**src/rtl/load_sequencer.sv**
```systemverilog
// Job-level controller for the operand input stage: buffers one N*N job of
// operand pairs, streams it LSB-first with load_en, then kicks init and reports done.
module load_sequencer #(
  parameter int D_W         = 8,
  parameter int N           = 2,
  parameter int XFER_CYCLES = 2*N+2
) (
  input  logic           clk,
  input  logic           rst,
  input  logic           start,
  input  logic           s_valid,
  output logic           s_ready,
  input  logic [D_W-1:0] s_x,
  input  logic [D_W-1:0] s_y,
  output logic           load_en,
  output logic           init,
  output logic           data_in_x,
  output logic           data_in_y,
  output logic           busy,
  output logic           done
);

  localparam int NN  = N*N;
  localparam int L   = NN*D_W;
  localparam int W_W = $clog2(NN);
  localparam int C_W = $clog2(L+1);
  localparam int B_W = $clog2(L);
  localparam int T_W = $clog2(XFER_CYCLES+1);

  localparam logic [W_W-1:0] W_LAST  = W_W'(NN-1);
  localparam logic [C_W-1:0] C_END   = C_W'(L);
  localparam logic [C_W-1:0] C_LE_LAST = C_W'(L-1);
  localparam logic [T_W-1:0] T_LAST  = T_W'(XFER_CYCLES-1);

  typedef enum logic [2:0] {
    S_IDLE, S_COLLECT, S_STREAM, S_SETTLE, S_KICK, S_WAIT, S_DONE
  } state_t;

  state_t         state_q;
  logic [W_W-1:0] wcnt_q;
  logic [C_W-1:0] c_q;
  logic [T_W-1:0] tcnt_q;
  logic [L-1:0]   xbuf_q;
  logic [L-1:0]   ybuf_q;
  logic           s_ready_q, load_en_q, init_q, dx_q, dy_q, busy_q, done_q;

  // Entry k occupies bits [k*D_W +: D_W], so the flattened buffer is already
  // in serial order: stream bit b is simply buf[b].
  always_ff @(posedge clk) begin
    if (state_q == S_COLLECT && s_valid) begin
      for (int k = 0; k < NN; k++) begin
        if (wcnt_q == W_W'(k)) begin
          xbuf_q[k*D_W +: D_W] <= s_x;
          ybuf_q[k*D_W +: D_W] <= s_y;
        end
      end
    end
  end

  // Outputs are registered with the state: each branch sets the values the
  // outputs must carry in the state being entered.
  always_ff @(posedge clk) begin
    if (rst) begin
      state_q   <= S_IDLE;
      wcnt_q    <= '0;
      c_q       <= '0;
      tcnt_q    <= '0;
      s_ready_q <= 1'b0;
      load_en_q <= 1'b0;
      init_q    <= 1'b0;
      dx_q      <= 1'b0;
      dy_q      <= 1'b0;
      busy_q    <= 1'b0;
      done_q    <= 1'b0;
    end else begin
      case (state_q)
        S_IDLE: begin
          if (start) begin
            state_q   <= S_COLLECT;
            wcnt_q    <= '0;
            s_ready_q <= 1'b1;
            busy_q    <= 1'b1;
          end
        end
        S_COLLECT: begin
          if (s_valid) begin
            if (wcnt_q == W_LAST) begin
              state_q   <= S_STREAM;
              wcnt_q    <= '0;
              c_q       <= '0;
              s_ready_q <= 1'b0;
              load_en_q <= 1'b1;
              dx_q      <= 1'b0;
              dy_q      <= 1'b0;
            end else begin
              wcnt_q <= wcnt_q + 1'b1;
            end
          end
        end
        S_STREAM: begin
          if (c_q == C_END) begin
            state_q   <= S_SETTLE;
            c_q       <= '0;
            load_en_q <= 1'b0;
            dx_q      <= 1'b0;
            dy_q      <= 1'b0;
          end else begin
            // Bit presented at c+1 is bit c of the buffer: one cycle of lag
            // covers the input stage's IDLE->LOAD entry.
            c_q       <= c_q + 1'b1;
            load_en_q <= (c_q != C_LE_LAST);
            dx_q      <= xbuf_q[c_q[B_W-1:0]];
            dy_q      <= ybuf_q[c_q[B_W-1:0]];
          end
        end
        S_SETTLE: begin
          state_q <= S_KICK;
          init_q  <= 1'b1;
        end
        S_KICK: begin
          state_q <= S_WAIT;
          init_q  <= 1'b0;
          tcnt_q  <= '0;
        end
        S_WAIT: begin
          if (tcnt_q == T_LAST) begin
            state_q <= S_DONE;
            tcnt_q  <= '0;
            done_q  <= 1'b1;
          end else begin
            tcnt_q <= tcnt_q + 1'b1;
          end
        end
        S_DONE: begin
          state_q <= S_IDLE;
          done_q  <= 1'b0;
          busy_q  <= 1'b0;
        end
        default: begin
          state_q   <= S_IDLE;
          s_ready_q <= 1'b0;
          load_en_q <= 1'b0;
          init_q    <= 1'b0;
          busy_q    <= 1'b0;
          done_q    <= 1'b0;
        end
      endcase
    end
  end

  assign s_ready   = s_ready_q;
  assign load_en   = load_en_q;
  assign init      = init_q;
  assign data_in_x = dx_q;
  assign data_in_y = dy_q;
  assign busy      = busy_q;
  assign done      = done_q;

endmodule
```
**config.mk**
```make
export PLATFORM = sky130hd
export DESIGN_NAME = load_sequencer
export DESIGN_NICKNAME = d
export VERILOG_FILES = /design/src/rtl/load_sequencer.sv
export SDC_FILE = /design/constraint.sdc
export NUM_CORES = 1
export LEC_CHECK = 0
export CAP_MARGIN = 30
export CORE_MARGIN = 5
export CORE_UTILIZATION = 25
export CTS_BUF_LIST = sky130_fd_sc_hd__clkbuf_16
export DETAILED_ROUTE_END_ITERATION = 10
export GPL_ROUTABILITY_DRIVEN = 0
export PLACE_DENSITY = 0.46
export SLEW_MARGIN = 10
export SYNTH_ARGS = -nofsm -noshare
export SYNTH_HDL_FRONTEND = slang
export SYNTH_SLANG_ARGS = --single-unit
```
**constraint.sdc**
```tcl
create_clock -name clk -period 3.8 [get_ports clk]
set_clock_uncertainty 0.05 [all_clocks]
set_input_delay 0.95 -clock clk [delete_from_list [all_inputs] [get_ports clk]]
set_output_delay 0.95 -clock clk [all_outputs]
set_load 0.005 [all_outputs]
```
; ---- Word-level counts from Yosys, hierarchy flattened
; Cells that the tools add are included.
[word_totals]
ff_bits = 85
in_bits = 20
[classes]
n_addsub = 3
magnitude_cmp = 1
n_eq_ne = 17
n_mux = 36
bitwise_logic = 4
n_reduce_logical = 22
[op_table]
columns = op, n
row1 = 5-bit OR reduction, 5
row2 = 3-bit two-way mux, 6
row3 = 6-bit two-way mux, 3
row4 = 3-bit one-hot mux with 6 select lines, 1
row5 = 3-bit == test (second input constant), 4
row6 = 6-bit one-hot mux with 2 select lines, 1
row7 = 2-bit AND reduction, 6
row8 = 1-bit two-way mux, 11
row9 = 1-bit binary-select mux with 5-bit select, 2
row10 = 1-bit one-hot mux with 2 select lines, 5
row11 = 3-bit AND reduction, 3
row12 = 2-bit != test (second input constant), 4
row13 = 6-bit by 1-bit adder with 6-bit output (second input constant), 1
row14 = 3-bit by 2-bit == test with 1-bit output (second input constant), 2
row15 = 6-bit == test (second input constant), 1
row16 = 5-bit by 6-bit < comparator with 1-bit output (second input constant), 1
row17 = 2-bit two-way mux, 3
row18 = 6-bit by 5-bit != test with 1-bit output (second input constant), 1
row19 = 1-bit one-hot mux with 3 select lines, 2
row20 = 3-bit one-hot mux with 2 select lines, 1
row21 = 2-bit nonzero test, 3
row22 = 5-bit AND reduction, 1
row23 = 2-bit == test (second input constant), 2
row24 = 1-bit NOT, 4
row25 = 10 further kinds, 10

; ---- Longest topological paths before layout
; Gate-level depths: netlist of the first run.
[logic_depth]
ltp_word = 4
mapped_depth = 11
mapped_depth_nobuf = 7

; ---- Least setup slack after synthesis of the first run
; Ideal clock, no wire load.
[synth_path]
path_kind = input port to flip-flop
startpoint = input port s_valid
endpoint = register dx_q (netlist: data_in_x)
setup_time_ps = 133
arrival_ps = 1788
path_slack_ps = 1829
stages = 5
cell_sequence = nand4b_1 a21o_1 clkbuf_1 a2111oi_4 a311oi_1
[synth_via]
elab_chain_len = 2
[synth_rtl]
columns = element, line
row1 = start: declaration, 11  ; input logic s_valid,
row2 = 2-bit != test (no line), --
row3 = 3-bit AND reduction (no line), --
row4 = end signal: assignment, 112  ; dx_q <= xbuf_q[c_q[B_W-1:0]];
row5 = end: declaration, 45  ; logic s_ready_q, load_en_q, init_q, dx_q, dy_q, busy_q, done_q;
; No other way between the ends.
; A chain may end at the register's enable or synchronous reset.

; ---- Final worst setup path of the first run
[layout_path]
startpoint = input port s_valid
endpoint = register ybuf_q[21], enable pin
[layout_via]
elab_chain_len = 2
[layout_rtl]
columns = element, line
row1 = 1-bit logical AND, 50  ; if (state_q == S_COLLECT && s_valid) begin
row2 = 2-bit AND reduction (no line), --
row3 = end signal: indexed assignment, 54  ; ybuf_q[k*D_W +: D_W] <= s_y;
row4 = end: declaration, 44  ; logic [L-1:0] ybuf_q;
; No other way between the ends.

==> out/results.ini, run 1 <==
[run_status]
status = finished, final reports clean

[setup_path]
slowest_stage = and3_1
cp.arrival_ns = 2.33
cp-end-kind = flip-flop
crit_chain = clkdlybuf4s50_1, and3_1
r2r-start = state_q[0]
r2r-end = ybuf_q[21]
path_buf_inv = 1
worst-path-max-fanout = 16
crit_family = simple AND/OR/NAND/NOR gates
criticalPathCategory = in2reg
r2r_slack_ns = 1.53
cp.required_ns = 3.72
cp_slowest_stage_delay_ns = 0.71
crit_path_start_kind = input pin
r2r_cells = 2

[detailed_routing]
vias = 2217
antenna_left = 0
route.detailed.drc = 0
dr.pass1.iters = 4
wl_per_cell_um = 16.07
via_per_inst = 4.628
wl_um = 7699
first_iter_violations = 147

[yosys]
synth_nets = 292
synth-edff-count = 64
ys_types = 47
ys_seq_area_frac = 0.6365
syn-instance-count = 266
ys.flop_type = edfxtp_1
ys_seq_elements = 85
syn_area_mm2 = 0.003680
ys.warnings.count = 0
postSynthAreaPerCell_um2 = 13.83
async_flop_share = 0

[clock_network]
cts_tree = yes
path_clk_slew_ns = 0.07
cts_setup_buffers = 0
cts_hold_buffers = 0
clk_latency_ns = 0.34
cts_buffers = 9
root_buffer = clkbuf_16
cts-resized-gates = 0
cts_max_path_buffers = 2
clkSinkCount = 85
h-tree-depth = 3

[cells_and_area]
final_cell_area_mm2 = 0.004425
post-route-util = 0.3057
layout-area-overhead-vs-synth_pct = 20.27
fin_cells = 479
n_antenna_cell = 0
seqCellArea_mm2 = 0.002342
multiInputGateArea_mm2 = 0.001224
nFillCells = 1459
drive_above_1_share = 0.1085
layout.nets = 316

[grt]
antenna_found_initial = 0
overflow = 0
grt_max_degree = 28
grt_pass1_wl_um = 12490
grt_pass1_vias = 2266
track_usage = 0.09147

[place]
io_buffers = 26
place_area_mm2 = 0.004121
dp.cells = 463
dp_hpwl_um = 5193

[hold_path]
hp-class = reg2reg
holdPathEnd = busy
min_delay_path_depth = 2
hold_start = busy

[timing]
max_freq_mhz = 414.6
min_period_over_period = 0.6348
slew_headroom = 0.4343
hold_violations = 0
post-route-min-period_ns = 2.412
whs_ns = 0.4389
rsz0062_at_grt = false
setup_viol = 0
tightest_slew_ns = 0.8460
drv_slew = 0
fin_setup_tns_ns = 0

[power]
leakage_nw = 1.391
p_switching_mw = 0.4204
internal-power_mw = 1.563
p_clk_frac = 0.453
p_comb_frac = 0.033
swShare = 0.2120
power_density_mw_per_mm2 = 448.2
ir_drop_uv = 224.7
pwr-share-seq = 0.514

[die]
die_w_um = 131.3
start_util = 0.2541
core_area_mm2 = 0.01448
io_pins = 27
die_h_um = 131.3
die_area_mm2 = 0.01724
rows = 44

[run]
maxCapViolCount = 0

-- Yosys cell counts (3+ instances only) --
cell type / n / area (um^2)
and3_1: 6 / 37.54
mux2i_1: 16 / 160.2
nor3_1: 3 / 15.01
dfxtp_1: 21 / 420.4
nor2b_1: 7 / 43.79
nand2b_1: 4 / 25.02
buf_2: 4 / 20.02
a21oi_1: 17 / 85.08
nand3_1: 7 / 35.03
a31oi_1: 3 / 18.77
nand4_1: 3 / 18.77
inv_1: 8 / 30.03
edfxtp_1: 64 / 1922
mux4_1: 3 / 78.83
clkbuf_1: 9 / 33.78
nor2_1: 19 / 71.32
ha_1: 6 / 75.07
o21ai_0: 8 / 40.04
a22oi_1: 6 / 45.04
nand2_1: 11 / 41.29
mux4_2: 7 / 157.7
-- power groups by stage --
stage	sequential, mW	clock [mW]	combinational [mW]
floorplan	1.04	0	0.0261
CTS	1.02	0.925	0.0666
finish	1.02	0.898	0.0651
detailed placement	1.04	0	0.0664
global placement	1.04	0	0.0658
global route	1.02	0.969	0.0712
-- final cells by class --
type	instances	share of cell area
multi-input cells	157	0.2765
repair buffers	29	0.06672
inverters	8	0.006785
clock inverters	7	0.01781
well taps	184	0.05202
flip-flops and latches	85	0.5293
clock buffers	9	0.05089
-- tightest hold or removal path: stages, from the launching register on --
cell and delay, ns:
dfxtp_1 0.32, nand2b_1 0.07, a21oi_1 0.06
-- stage by stage --
step | total power, mW | worst slack, ns
floorplan | 1.062 | 1.829
global placement | 1.106 | 1.026
detailed placement | 1.107 | 0.9933
CTS | 2.012 | 1.362
global route | 2.061 | 1.269
finish | 1.983 | 1.388
-- state kept, by name, summed over array words and instances, names as in the netlist --
signal	cells
data_in_x	1
c_q	6
data_in_y	1
s_ready	1
busy	1
ybuf_q	32
state_q	3
done	1
tcnt_q	3
init	1
load_en	1
wcnt_q	2
xbuf_q	32
-- layout by cell type, fill, tap and decap left out, types with 2 or more instances in the layout --
master | Yosys | final
a211oi_1 | 2 | 2
a311oi_1 | 2 | 2
mux4_2 | 7 | 7
nor2_1 | 19 | 19
nand4_1 | 3 | 3
buf_4 | 1 | 2
mux4_1 | 3 | 3
inv_6 | 0 | 2
nand3_1 | 7 | 7
inv_1 | 8 | 8
clkdlybuf4s50_1 | 0 | 26
edfxtp_1 | 64 | 64
ha_1 | 6 | 6
nand2_1 | 11 | 11
inv_8 | 0 | 2
or3_1 | 2 | 2
clkbuf_16 | 0 | 9
or3b_1 | 2 | 2
nand3b_1 | 2 | 2
mux2i_1 | 16 | 16
or2_2 | 2 | 2
dfxtp_1 | 21 | 21
o21ai_0 | 8 | 8
o21a_1 | 2 | 2
a31oi_1 | 3 | 3
nor3_1 | 3 | 3
and3_1 | 6 | 6
a21oi_1 | 17 | 17
nor2b_1 | 7 | 7
a22oi_1 | 6 | 6
nand2b_1 | 4 | 4
-- cells by family after synthesis --
logic type	count (synthesis)	synth area share
simple gates	74	0.1098
mux	27	0.1108
buf+inv	24	0.03094
compound gates	50	0.09147
fa+ha+maj	6	0.02040
flops	85	0.6365
-- worst max-delay path by stage --
| stage | start | to | cells after the start |
|---|---|---|---|
| floorplan | s_valid | data_in_x | 5 |
| global placement | s_valid | xbuf_q[28] | 2 |
| detailed placement | s_valid | xbuf_q[22] | 2 |
| CTS | s_valid | xbuf_q[17] | 2 |
| global route | s_valid | data_in_x | 5 |
| finish | s_valid | ybuf_q[21] | 2 |
-- routing by layer --
layer	global-route usage	wire (um)	up-vias
met5	0	0	-
met4	0.02229	54	0
met3	0.02676	223	4
met2	0.1357	3561	40
met1	0.1317	3860	1106
li1	-	-	1067
(Power assumes the default switching activity.)
==> run 2, diff against run 1 <==
--- a/config.mk
+++ b/config.mk
@@ -11,7 +11,7 @@
 export CTS_BUF_LIST = sky130_fd_sc_hd__clkbuf_16
 export DETAILED_ROUTE_END_ITERATION = 10
 export GPL_ROUTABILITY_DRIVEN = 0
-export PLACE_DENSITY = 0.46
+export PLACE_DENSITY = 0.47
 export SLEW_MARGIN = 10
 export SYNTH_ARGS = -nofsm -noshare
 export SYNTH_HDL_FRONTEND = slang
==> constraint.sdc (replaced) <==
create_clock -name clk -period 2.1 [get_ports clk]
set_clock_uncertainty 0.05 [all_clocks]
set_input_delay 0.525 -clock clk [delete_from_list [all_inputs] [get_ports clk]]
set_output_delay 0.525 -clock clk [all_outputs]
set_load 0.005 [all_outputs]
==> out/results.ini, run 2 (same netlist as run 1, synthesis figures left out) <==
[setup_path]
criticalPathCategory = reg2reg
crit_path_start_kind = flip-flop
cp-end-kind = flip-flop
worst-path-max-fanout = 13
cp.arrival_ns = 2.08
cp.required_ns = 2.27

[cells_and_area]
layout-area-overhead-vs-synth_pct = 24.92
drive_above_1_share = 0.1571
layout_common_cells = 64 x edfxtp_1, 26 x clkdlybuf4s50_1, 21 x dfxtp_1
fin_cells = 496
final_common_cell = edfxtp_1
reg_top3 = xbuf_q x32, ybuf_q x32, c_q x6
layout.nets = 333
n_antenna_cell = 0
final_cell_area_mm2 = 0.004597

[clock_network]
h-tree-depth = 3
cts_max_path_buffers = 2
cts-resized-gates = 0
root_buffer = clkbuf_16
cts_buffers = 9
cts_tree = yes
clk_latency_ns = 0.34
cts_hold_buffers = 0
clkSinkCount = 85
cts_setup_buffers = 0
path_clk_slew_ns = 0.06

[power]
power.total_mw = 3.562
leakage_nw = 1.489
power_density_mw_per_mm2 = 774.8
ir_drop_uv = 450.1

[die]
die_w_um = 131.3
rows = 44
start_util = 0.2541
core_area_mm2 = 0.01448
die_h_um = 131.3
io_pins = 27
die_area_mm2 = 0.01724

[timing]
setup_viol = 0
tightest_slew_ns = 0.5284
slew_headroom = 0.6472
max_freq_mhz = 522.2
fin_setup_tns_ns = 0
min_period_over_period = 0.9120
rsz0062_at_grt = false
drv_slew = 0
post-route-min-period_ns = 1.915
hold_violations = 0

[grt]
track_usage = 0.09392
antenna_found_initial = 0
grt_pass1_wl_um = 12690
overflow = 0
grt_pass1_vias = 2277
grt_max_degree = 21

[detailed_routing]
first_iter_violations = 190
wl_um = 7901
vias = 2294
via_per_inst = 4.625
route.detailed.drc = 0
dr.pass1.iters = 4
wl_per_cell_um = 15.93
antenna_left = 0

[run]
maxCapViolCount = 0

[place]
dp_hpwl_um = 5392
place_area_mm2 = 0.004299
io_buffers = 26
dp.cells = 480

[run_status]
status = finished, final reports clean

[hold_path]
hp-class = reg2reg

-- run 2: path summary, 6_finish.rpt --
kind,startpoint,to,slack (ns),cells after the start
min,busy,busy,0.43,2
max reg2reg,c_q[0],data_in_x,0.18,6
min reg2reg,busy,busy,0.43,2
max,c_q[0],data_in_x,0.18,6
-- run 2: cell type report --
cell class	count	area, um^2
well taps	184	230.2
fillers	1467	9882
flip-flops and latches	85	2342
clock inverters	7	72.57
repair buffers	46	473.0
clock buffers	9	225.2
multi-input cells	157	1224
inverters	8	30.03
-- run 2: stage by stage --
stage               hold slack [ns]  worst slack, ns  utilization
finish                       0.4318           0.1849       0.3175
global route                 0.4763          0.06669       0.3175
CTS                          0.4413           0.1514       0.3175
detailed placement           0.4320          0.03427       0.2969
global placement             0.4255          0.05536       0.2969
floorplan                    0.4137           0.1357            -
-- run 2: power breakdown --
| group | switching, mW | internal, mW | total (mW) |
|---|---|---|---|
| Sequential | 0.0137 | 1.83 | 1.84 |
| Clock | 0.662 | 0.927 | 1.59 |
| Combinational | 0.0604 | 0.0696 | 0.130 |
| Total | 0.736 | 2.83 | 3.56 |
-- run 2: per-layer routing --
| layer | track usage | part of all wire | wire length [um] |
|---|---|---|---|
| met1 | 0.1193 | 0.44 | 3463 |
| met2 | 0.1515 | 0.50 | 3957 |
| met3 | 0.02943 | 0.045 | 352 |
| met4 | 0.03314 | 0.016 | 127 |
| met5 | 0 | 0 | 0 |
-- run 2: critical path: stages, from the launching register on --
cell and delay (ns):
dfxtp_1 0.36, buf_12 0.16, mux4_2 0.51, mux2i_1 0.20, nor2_1 0.10, a2111oi_4 0.33
a311oi_1 0.08
